<file path="src/rtl/synchronous_fifo.sv">
// ---------------------------------------------------------------------------
// synchronous_fifo
//
// Single-clock FIFO with a registered read port. Storage is a plain register
// array indexed by the low bits of two (log2(FIFO_DEPTH)+1)-bit pointers; the
// extra pointer MSB tells "full" apart from "empty" when the low bits match.
//
// Optional feature macro: SYNC_FIFO_ERR_FLAGS_EN
//   When defined, the block adds registered one-cycle pulse outputs
//   'overflow' (write attempted while full) and 'underflow' (read attempted
//   while empty). When undefined, those ports and their logic do not exist.
//
// Reset is asynchronous and active-low. It clears the pointers and data_out
// only; storage contents are left alone and become unreachable because the
// pointers say the FIFO is empty.
// ---------------------------------------------------------------------------
module synchronous_fifo #(
    parameter int FIFO_DEPTH = 8,
    parameter int DATA_WIDTH = 32
) (
    input  logic                  clk,
    input  logic                  rst_n,
    input  logic                  cs,
    input  logic                  wr_en,
    input  logic                  rd_en,
    input  logic [DATA_WIDTH-1:0] data_in,
    output logic [DATA_WIDTH-1:0] data_out,
    output logic                  empty,
    output logic                  full
`ifdef SYNC_FIFO_ERR_FLAGS_EN
    ,
    output logic                  overflow,
    output logic                  underflow
`endif
);

    // Address width for the storage array; pointers carry one extra wrap bit.
    localparam int AW = $clog2(FIFO_DEPTH);
    localparam logic [AW:0] PTR_ONE = {{AW{1'b0}}, 1'b1};

    // Storage: no reset on purpose, stale words are hidden by the pointers.
    logic [DATA_WIDTH-1:0] memArray_q [FIFO_DEPTH];

    logic [AW:0]           wrPtr_q;
    logic [AW:0]           wrPtr_d;
    logic [AW:0]           rdPtr_q;
    logic [AW:0]           rdPtr_d;
    logic [DATA_WIDTH-1:0] dataOut_q;
    logic [DATA_WIDTH-1:0] dataOut_d;

    logic                  emptyFlag;
    logic                  fullFlag;
    logic                  wrAccept;
    logic                  rdAccept;
    logic [AW-1:0]         wrAddr;
    logic [AW-1:0]         rdAddr;

    // Status flags come straight from the current pointers, so they reflect
    // reset immediately and are what both request paths use for this edge.
    always_comb begin
        emptyFlag = (wrPtr_q == rdPtr_q);
        fullFlag  = (wrPtr_q[AW] != rdPtr_q[AW]) &&
                    (wrPtr_q[AW-1:0] == rdPtr_q[AW-1:0]);
    end

    // Qualify requests: chip select gates both, and each side is judged
    // independently against the pre-edge flags.
    always_comb begin
        wrAccept = cs && wr_en && !fullFlag;
        rdAccept = cs && rd_en && !emptyFlag;
        wrAddr   = wrPtr_q[AW-1:0];
        rdAddr   = rdPtr_q[AW-1:0];
    end

    // Next-state for pointers and the output register; everything holds
    // unless its side of the transfer is accepted.
    always_comb begin
        wrPtr_d   = wrPtr_q;
        rdPtr_d   = rdPtr_q;
        dataOut_d = dataOut_q;
        if (wrAccept) begin
            wrPtr_d = wrPtr_q + PTR_ONE;
        end
        if (rdAccept) begin
            rdPtr_d   = rdPtr_q + PTR_ONE;
            dataOut_d = memArray_q[rdAddr];
        end
    end

    // Pointer and read-data registers, cleared asynchronously by reset.
    always_ff @(posedge clk or negedge rst_n) begin
        if (!rst_n) begin
            wrPtr_q   <= '0;
            rdPtr_q   <= '0;
            dataOut_q <= '0;
        end else begin
            wrPtr_q   <= wrPtr_d;
            rdPtr_q   <= rdPtr_d;
            dataOut_q <= dataOut_d;
        end
    end

    // Storage write port; only an accepted write touches the array.
    always_ff @(posedge clk) begin
        if (wrAccept) begin
            memArray_q[wrAddr] <= data_in;
        end
    end

`ifdef SYNC_FIFO_ERR_FLAGS_EN
    logic overflow_q;
    logic overflow_d;
    logic underflow_q;
    logic underflow_d;

    // Error pulses flag a rejected request; chip select must be high for a
    // request to count as an attempt at all.
    always_comb begin
        overflow_d  = cs && wr_en && fullFlag;
        underflow_d = cs && rd_en && emptyFlag;
    end

    // Error pulse registers, each high for exactly the cycle after the edge.
    always_ff @(posedge clk or negedge rst_n) begin
        if (!rst_n) begin
            overflow_q  <= 1'b0;
            underflow_q <= 1'b0;
        end else begin
            overflow_q  <= overflow_d;
            underflow_q <= underflow_d;
        end
    end

    assign overflow  = overflow_q;
    assign underflow = underflow_q;
`endif

    assign data_out = dataOut_q;
    assign empty    = emptyFlag;
    assign full     = fullFlag;

endmodule

</file>
<file path="config.mk">
export PLATFORM = sky130hd
export DESIGN_NAME = synchronous_fifo
export DESIGN_NICKNAME = d
export VERILOG_FILES = /design/src/rtl/synchronous_fifo.sv
export SDC_FILE = /design/constraint.sdc
export NUM_CORES = 1
export LEC_CHECK = 0
export ABC_AREA = 0
export BUFFER_PORTS_ARGS = -buffer_cell sky130_fd_sc_hd__buf_2
export CORE_MARGIN = 4
export CORE_UTILIZATION = 40
export CTS_BUF_LIST = sky130_fd_sc_hd__clkbuf_16
export CTS_CLUSTER_DIAMETER = 100
export DETAILED_ROUTE_END_ITERATION = 16
export MAX_ROUTING_LAYER = met4
export PLACE_DENSITY_LB_ADDON = 0.12
export SLEW_MARGIN = 20
export SYNTH_ARGS = -nofsm -noshare
export SYNTH_HDL_FRONTEND = slang
export SYNTH_SLANG_ARGS = --single-unit
</file>
<file path="constraint.sdc">
create_clock -name clk -period 5 [get_ports clk]
set_clock_uncertainty 0.15 [all_clocks]
set_input_delay 0 -clock clk [delete_from_list [all_inputs] [get_ports clk]]
set_output_delay 0 -clock clk [all_outputs]
set_load 0.05 [all_outputs]
</file>
== Yosys cells after proc, flatten, opt, wreduce, memory -nomap -nowiden ==
Memory sizes are Yosys's and may differ from the RTL's. A register that Yosys moved wholly into a read port is not among the register bits.
Index checks and enable logic that the tools add are counted.
Word-level totals
  flip-flop bits (word level): 8
  RAM bits: 256
  logic and storage cells: 18
  memories kept: 1
Memory list
  memArray_q: depth 8, bits a word 32, rd ports 1, clocked after memory_dff 1, write ports 1, line 42  | logic [DATA_WIDTH-1:0] memArray_q [FIFO_DEPTH];
Cells by class
  add/subtract/negate cells: 2
  equality and inequality tests: 3
  multiplexer cells: 2
  reductions and logical operators: 8
Operator list (count)
  $add A4 B1 Y4 const B: 2
  $logic_and A1 B1 Y1: 5
  $eq A4 B4 Y1: 1
  $eq A3 B3 Y1: 1
  $logic_not A1 Y1: 3
  $mux W1: 2
  $ne A1 B1 Y1: 1

== Longest topological paths before layout ==
Gate-level depths: netlist (run 1).
  word-level depth: 6
  mapped depth: 6

== Worst setup path before layout (run 1) ==
Ideal clock, no wire load.
  kind: register to register
  from: register wrPtr_q[0]
  to: memory memArray_q[0][0], enable pin
  library setup time: 0.461 ns
  arrival: 3.349 ns
  data required time: 4.389 ns
  setup slack: 1.040 ns
  stages on the path, launching flop included: 6
  path buffers: 1
  period minus slack after synthesis: 3.960 ns
  cells stage by stage: dfrtp_1 -> buf_2 -> xnor2_2 -> a41oi_2 -> nand2b_1 -> nor3_1
Between the ends
  cells in the longest elaborated chain, start to end: 6
RTL lines
  start: declaration: line 44  | logic [AW:0] wrPtr_q;
  start signal: assignment: line 97  | wrPtr_q <= wrPtr_d;
  $eq A3 B3 Y1: line 63  | (wrPtr_q[AW-1:0] == rdPtr_q[AW-1:0]);
  $logic_and A1 B1 Y1: line 62  | fullFlag = (wrPtr_q[AW] != rdPtr_q[AW]) &&
  $logic_not A1 Y1: line 69  | wrAccept = cs && wr_en && !fullFlag;
  $logic_and A1 B1 Y1: line 69
  $mux W1: line 105  | if (wrAccept) begin
  $mux W1 (implied by the code): line 106  | memArray_q[wrAddr] <= data_in;
  end: declaration: line 42
Several ways; a longest one is shown, not always the timed one.

== Worst setup path in the final report (run 1) ==
  from: register rdPtr_q[0]
  to: memory memArray_q[7][24], enable pin
Between the ends
  cells in the longest elaborated chain, start to end: 6
RTL lines
  start: declaration: line 46  | logic [AW:0] rdPtr_q;
  start signal: assignment: line 98  | rdPtr_q <= rdPtr_d;
  $eq A3 B3 Y1: line 63
  $logic_and A1 B1 Y1: line 62
  $logic_not A1 Y1: line 69
  $logic_and A1 B1 Y1: line 69
  $mux W1: line 105
  $mux W1 (implied by the code): line 106
Every way passes these cells.

==> results.md, run 1 <==
- Total Die Area: 0.0308 mm2
- Detailed-route via count: slightly above 5,000
- Drt via density: 4.92
- Worst setup EP type: flop
- Fin. max-slew vios: 0
- Syn Area/Cell: around 21 um2
- CTS tree: done
- Slew HR: between 30% and 40%
- Final HPWL DP: about 12 mm
- Clk slew on worst S/H paths: 0.06 ns
- Max Fclk: between 0.3 and 0.4 GHz
- Area Growth Syn to Fin: 20.3%
- Clock sinks: 296
- Post-synthesis sequential area ratio: 77.5%
- Share of cells above drive strength 1: 31.0%
- DR WL/cell: roughly 20 um
- Core area: 0.0277 mm2
- Crit start category: flop
- Floorplan row count: between 60 and 70
- Final setup viols: 0
- Worst setup path category: flop to flop
- Status: finished clean
- Initial antenna violation count: 1
- 1st-iter DRT viols: 315
- IO Pins: 71
- Peak supply drop: 0.488 mV
- Crit path arrival time: 3.24 ns
- Tot GR Track Use: between 10% and 20%
- Root Buffer: clkbuf_16
- Crit share post-route: roughly 63%
- Cts bufs inserted: 31
- Syn_nets: 564
- Hold Violations, Final: 0
- DRT Pass-1 Iters: 4
- Crit path time final: ~3.1 ns
- H-tree depth: 1
- GRT Residual Overflow: 0
- Postcts setup bufs: 0
- Critical Path RT: 5.11 ns
- Setup TNS: 0 ns
- DRT Wirelength: ~21 mm
- Worst slew pin tran: 1.01 ns
- Gate Count Post-Synth: 525
- Most common cell after layout, fill and taps aside: edfxtp_1
- PwrDens: 567 mW/mm2
- Hold Slack: 0.123 ns
- Ys Warns: 0
- Post-DRT Antenna Nets: 0
- Global-route wire length before repair: 33.8 mm
- Most frequent cells in the layout: 256 x edfxtp_1, 70 x buf_2, 64 x mux4_2
- Worst Hold Class: input port to flop
- Port bufs: 70
- Max cap viols: 0
- Critical Path Fanout Max: 33
- DRC Markers: 0
- Unrepaired setup endpoints after global routing: false
- Pwr Total: 7650 uW
- GP Congestion: 0.728
- Worst skew pair latency: 0.54 ns
- Unique cell type count in the Yosys netlist: 22
- Clock Tree Buf Depth: 3
- Pin count of the biggest net entering global routing: 68
- Die height: approximately 180 um
- Initial core utilization: 40.5%
- LEAKAGE: 0.00457 uW
- Die X-Extent: 175 um
- Number of global-route vias before repair: 5,793
- Syn Std Cell Area: 0.0112 mm2
- Layout Nets: 692
- Synthesized flop and latch total: 296
[state kept, by name, indices dropped and copies added, names as in the netlist]
register,count
wrPtr_q,4
data_out,32
memArray_q,256
rdPtr_q,4
[cell usage after synthesis]
cell	count	share of area (%)
mux2_2	2	0.20
inv_1	1	0.033
edfxtp_1	256	69
mux4_2	64	13
buf_4	2	0.13
mux2i_1	32	2.9
nand2b_1	3	0.17
nand2_1	7	0.23
ha_1	2	0.22
buf_2	17	0.76
nor3_1	4	0.18
xnor2_2	3	0.44
buf_6	5	0.50
a21oi_1	32	1.4
xor2_1	4	0.31
clkbuf_1	2	0.067
nand4_1	2	0.11
nor2_1	37	1.2
dfrtp_1	40	8.9
buf_1	3	0.10
a41oi_2	2	0.29
xnor2_1	5	0.39
[per-stage QoR]
stage	util, %	instance area [um2]	setup WS (ns)	instances
floorplan	-	11200	1.04	525
global placement	43.3	12000	1.69	953
detailed placement	43.7	12100	1.65	957
CTS	48.4	13400	1.63	1052
global route	48.7	13500	1.56	1056
finish	48.7	13500	1.87	1056
[cell type report]
cell class / instances / area (um2)
fillers: 2310 / 14200
flip-flops and latches: 296 / 8700
multi-input cells: 199 / 2400
repair buffers: 124 / 983
clock buffers: 31 / 776
well taps: 378 / 473
clock inverters: 26 / 146
inverters: 1 / 3.75
diodes: 1 / 2.50
[logic make-up after synthesis]
logic type               Yosys count  share of synthesized area [%]
AND/OR/NAND/NOR                   53                           1.93
AO/OA/AOI/OAI                     34                           1.72
multiplexers                      98                           15.9
buffers and inverters             30                           1.60
XOR/XNOR                          12                           1.14
flip-flops                       296                           77.5
adder cells (fa/ha/maj)            2                          0.223
[power breakdown]
part	internal (uW)	switching, uW
sequential	3030	224
clock	1170	904
combinational	940	1380
total	5140	2510
[path summary, 6_finish.rpt]
path	from	end	slack (ns)	cells past startpoint
setup reg to reg	rdPtr_q[0]$_DFFE_PN0P_	memArray_q[7][24]$_DFFE_PP_	1.87	5
hold / removal	data_in[16]	memArray_q[7][16]$_DFFE_PP_	0.12	2
setup / recovery	rdPtr_q[0]$_DFFE_PN0P_	memArray_q[7][24]$_DFFE_PP_	1.87	5
min in group asynchronous	rst_n	data_out[3]$_DFFE_PN0P_	0.49	4
hold reg to reg	data_out[29]$_DFFE_PN0P_	data_out[29]$_DFFE_PN0P_	0.37	2
max in group asynchronous	rst_n	rdPtr_q[1]$_DFFE_PN0P_	3.73	4
[layer usage]
| layer | GRT usage, % | vias up | wire length, um | share of wire, % |
|---|---|---|---|---|
| li1 | - | 2390 | - | - |
| met1 | 19.9 | 2688 | 9640 | 45 |
| met2 | 23.3 | 96 | 10400 | 49 |
| met3 | 2.54 | 25 | 914 | 4.3 |
| met4 | 2.99 | 0 | 297 | 1.4 |
| met5 | - | - | 0 | 0 |
[what timing repair did]
| item | in CTS | in global routing |
|---|---|---|
| resized for setup | 0 | 0 |
| hold buffers | 38 | 0 |
| hold endpoints to repair | 335 | 0 |
[worst max-delay path, cell delays in order (launching register included)]
cell and delay [ns]:
dfrtp_4 0.88, xnor2_2 0.24, a41oi_2 0.25, nand4_1 0.20, clkinv_1 0.61, buf_4 0.50
(Power assumes the default switching activity.)
==> inputs of run 2 (changes only) <==
clock period = 2.8 ns   (was 5 ns; I/O delays follow)
==> results.md, run 2 (synthesis gave the netlist of run 1 again) <==
- Layout Nets: 695 (was 692)
- Drt via density: 5.03 (was 4.92)
- Filler cells: 2,313 (was 2,310)
- DRT Pass-1 Iters: 5 (was 4)
- Floorplan row count: 61 (unchanged)
- Fin. max-slew vios: 0 (unchanged)
- Peak supply drop: 0.624 mV (was 0.488 mV)
- Worst skew pair latency: 0.55 ns (was 0.54 ns)
- Crit path time final: 2.53 ns (was 3.13 ns)
- Switching share of power: 32.8% (about the same)
- Critical Path RT: 2.85 ns (was 5.11 ns)
- Total Die Area: 0.0308 mm2 (unchanged)
- Worst slew pin tran: 1.04 ns (was 1.01 ns)
- IO Pins: 71 (unchanged)
- Worst setup path category: flop to flop (unchanged)
- Clock Power Share: 27.9% (was 27.1%)
- DRT Wirelength: 22.3 mm (was 21.2 mm)
- Area of the multi-input gates: 0.00242 mm2 (was 0.00240 mm2)
- Setup TNS: 0 ns (unchanged)
- Sequential Power Share: 41.1% (was 42.5%)
- Most common cell after layout, fill and taps aside: edfxtp_1 (unchanged)
- Unrepaired setup endpoints after global routing: false (unchanged)
- H-tree depth: 1 (unchanged)
- Top reg by flops: memArray_q (unchanged)
- Worst Hold Class: input port to flop (unchanged)
- Crit-path max cell delay: 0.63 ns (was 0.88 ns)
- Hold Violations, Final: 0 (unchanged)
- Final setup viols: 0 (unchanged)
- Root Buffer: clkbuf_16 (unchanged)
- Post-Place Cells: 963 (was 957)
- Pwr Total: 13,900 uW (was 7650 uW)
- Die X-Extent: 175 um (unchanged)
- LEAKAGE: 0.00460 uW (was 0.00457 uW)
- Critical Path Slowest Stage Cell: dfrtp_1 (was dfrtp_4)
- CTS tree: done (unchanged)
- Internal power: 9320 uW (was 5140 uW)
- ANT cells: 0 (was 1)
- Gate power share: 31.0% (was 30.3%)
- Clock Tree Buf Depth: 3 (unchanged)
- GRT Residual Overflow: 0 (unchanged)
- Global-route wire length before repair: 35.0 mm (was 33.8 mm)
- Max FFs per register: 256 (unchanged)
- Crit start category: flop (unchanged)
- Detailed-route via count: 5,319 (was 5,199)
- NetSw: 4550 uW (was 2510 uW)
- 1st-iter DRT viols: 436 (was 315)
- Share of cells above drive strength 1: 31.8% (was 31.0%)
- Status: finished clean (unchanged)
- Clock sinks: 296 (unchanged)
- Max cap viols: 0 (unchanged)
- Tot GR Track Use: 15.2% (was 14.5%)
- Initial core utilization: 40.5% (unchanged)
- Worst path cell trace: xnor2_2 -> a41oi_2 -> nand2b_1 -> nor2_4 -> buf_4 (was xnor2_2 -> a41oi_2 -> nand4_1 -> clkinv_1 -> buf_4)
- Slew HR: 30.5% (was 32.3%)
- Number of global-route vias before repair: 5,889 (was 5,793)
- GP Congestion: 0.679 (was 0.728)
- Die height: 175 um (unchanged)
- Max Fclk: 0.396 GHz (was 0.319 GHz)
- Crit path max-delay family: flip-flops (was buffers and inverters)
- Worst setup EP type: flop (unchanged)
- PwrDens: 1030 mW/mm2 (was 567 mW/mm2)
- Sequential cell area: 0.00870 mm2 (unchanged)
- Initial antenna violation count: 0 (was 1)
- Post-CTS Resized: 0 (unchanged)
- Critical Path Fanout Max: 21 (was 33)
- Pin count of the biggest net entering global routing: 68 (unchanged)
- Clk slew on worst S/H paths: 0.06 ns (about the same)
- Area Growth Syn to Fin: 20.5% (was 20.3%)
- Post-DRT Antenna Nets: 0 (unchanged)
- Core area: 0.0277 mm2 (unchanged)
- Crit path arrival time: 2.58 ns (was 3.24 ns)
- Finished Core Util: 48.8% (was 48.7%)
- Most frequent cells in the layout: 256 x edfxtp_1, 70 x buf_2, 64 x mux4_2 (unchanged)
- Crit share post-route: 90.2% (was 62.6%)
- Port bufs: 70 (unchanged)
- Buf/Inv on CP: 1 (was 2)
- DRC Markers: 0 (unchanged)
- Post-Layout Cell Count: 1,058 (was 1,056)
- Cts bufs inserted: 30 (was 31)
- DR WL/cell: 21.1 um (was 20.1 um)
- Final HPWL DP: 12.5 mm (was 12.1 mm)
## run 2: cell count changes in the layout (fill, tap and decap cells not counted), sizes merged
cell,before,now
buf,86,90
diode,1,0
bufinv,1,3
clkinv,18,17
inv,6,5
clkbuf,31,30
## run 2: power groups by stage
| stage | sequential (uW) | clock [uW] | combinational [uW] |
|---|---|---|---|
| finish | 5700 | 3860 | 4300 |
| global route | 5770 | 4160 | 4660 |
| CTS | 5720 | 3970 | 4420 |
| detailed placement | 5800 | 0 | 4370 |
| global placement | 5760 | 0 | 4310 |
| floorplan | 6470 | 0 | 2570 |
## run 2: path summary, 6_finish.rpt
path	from	end	slack, ns	cells past startpoint
max	wrPtr_q[0]$_DFFE_PN0P_	memArray_q[1][11]$_DFFE_PP_	0.27	5
min	data_in[19]	memArray_q[3][19]$_DFFE_PP_	0.10	2
max reg2reg	wrPtr_q[0]$_DFFE_PN0P_	memArray_q[1][11]$_DFFE_PP_	0.27	5
min reg2reg	data_out[3]$_DFFE_PN0P_	data_out[3]$_DFFE_PN0P_	0.37	2
max in group asynchronous	rst_n	data_out[10]$_DFFE_PN0P_	1.81	4
min in group asynchronous	rst_n	data_out[27]$_DFFE_PN0P_	0.36	4
## run 2: worst reg2reg max path, cell delays in order (launching register included)
cell and delay [ns]:
dfrtp_1 0.63, xnor2_2 0.17, a41oi_2 0.37, nand2b_1 0.33, nor2_4 0.20, buf_4 0.34
## run 2: area by class of cell
class	instances	area share, %
Inverter	1	0.0278
Tap cell	378	3.50
Clock inverter	26	1.58
Multi-Input combinational cell	199	17.9
Clock buffer	30	5.56
Timing Repair Buffer	128	7.07
Sequential cell	296	64.4
## run 2: per-layer routing
layer	vias to the layer above	GRT usage (%)	part of all wire (%)
li1	2388	-	-
met2	98	24.7	49
met3	30	2.11	3.6
met1	2803	21.0	46
met4	0	3.18	1.5
met5	-	-	0
## run 2: timing repair
| action | CTS | global route |
|---|---|---|
| hold buffers | 39 | 0 |
| buffers inserted | 0 | 0 |
| endpoints found under the hold margin | 318 | 0 |
## run 2: stage by stage
step / setup WS [ns] / hold slack, ns / cell area [um2]
final: 0.275 / 0.102 / 13500
after global routing: 0.106 / 0.0999 / 13500
after CTS: 0.240 / 0.0812 / 13500
after detailed placement: 0.266 / -0.0619 / 12100
after global placement: 0.391 / -0.0836 / 12100
after floorplan: -0.315 / -0.446 / 11200
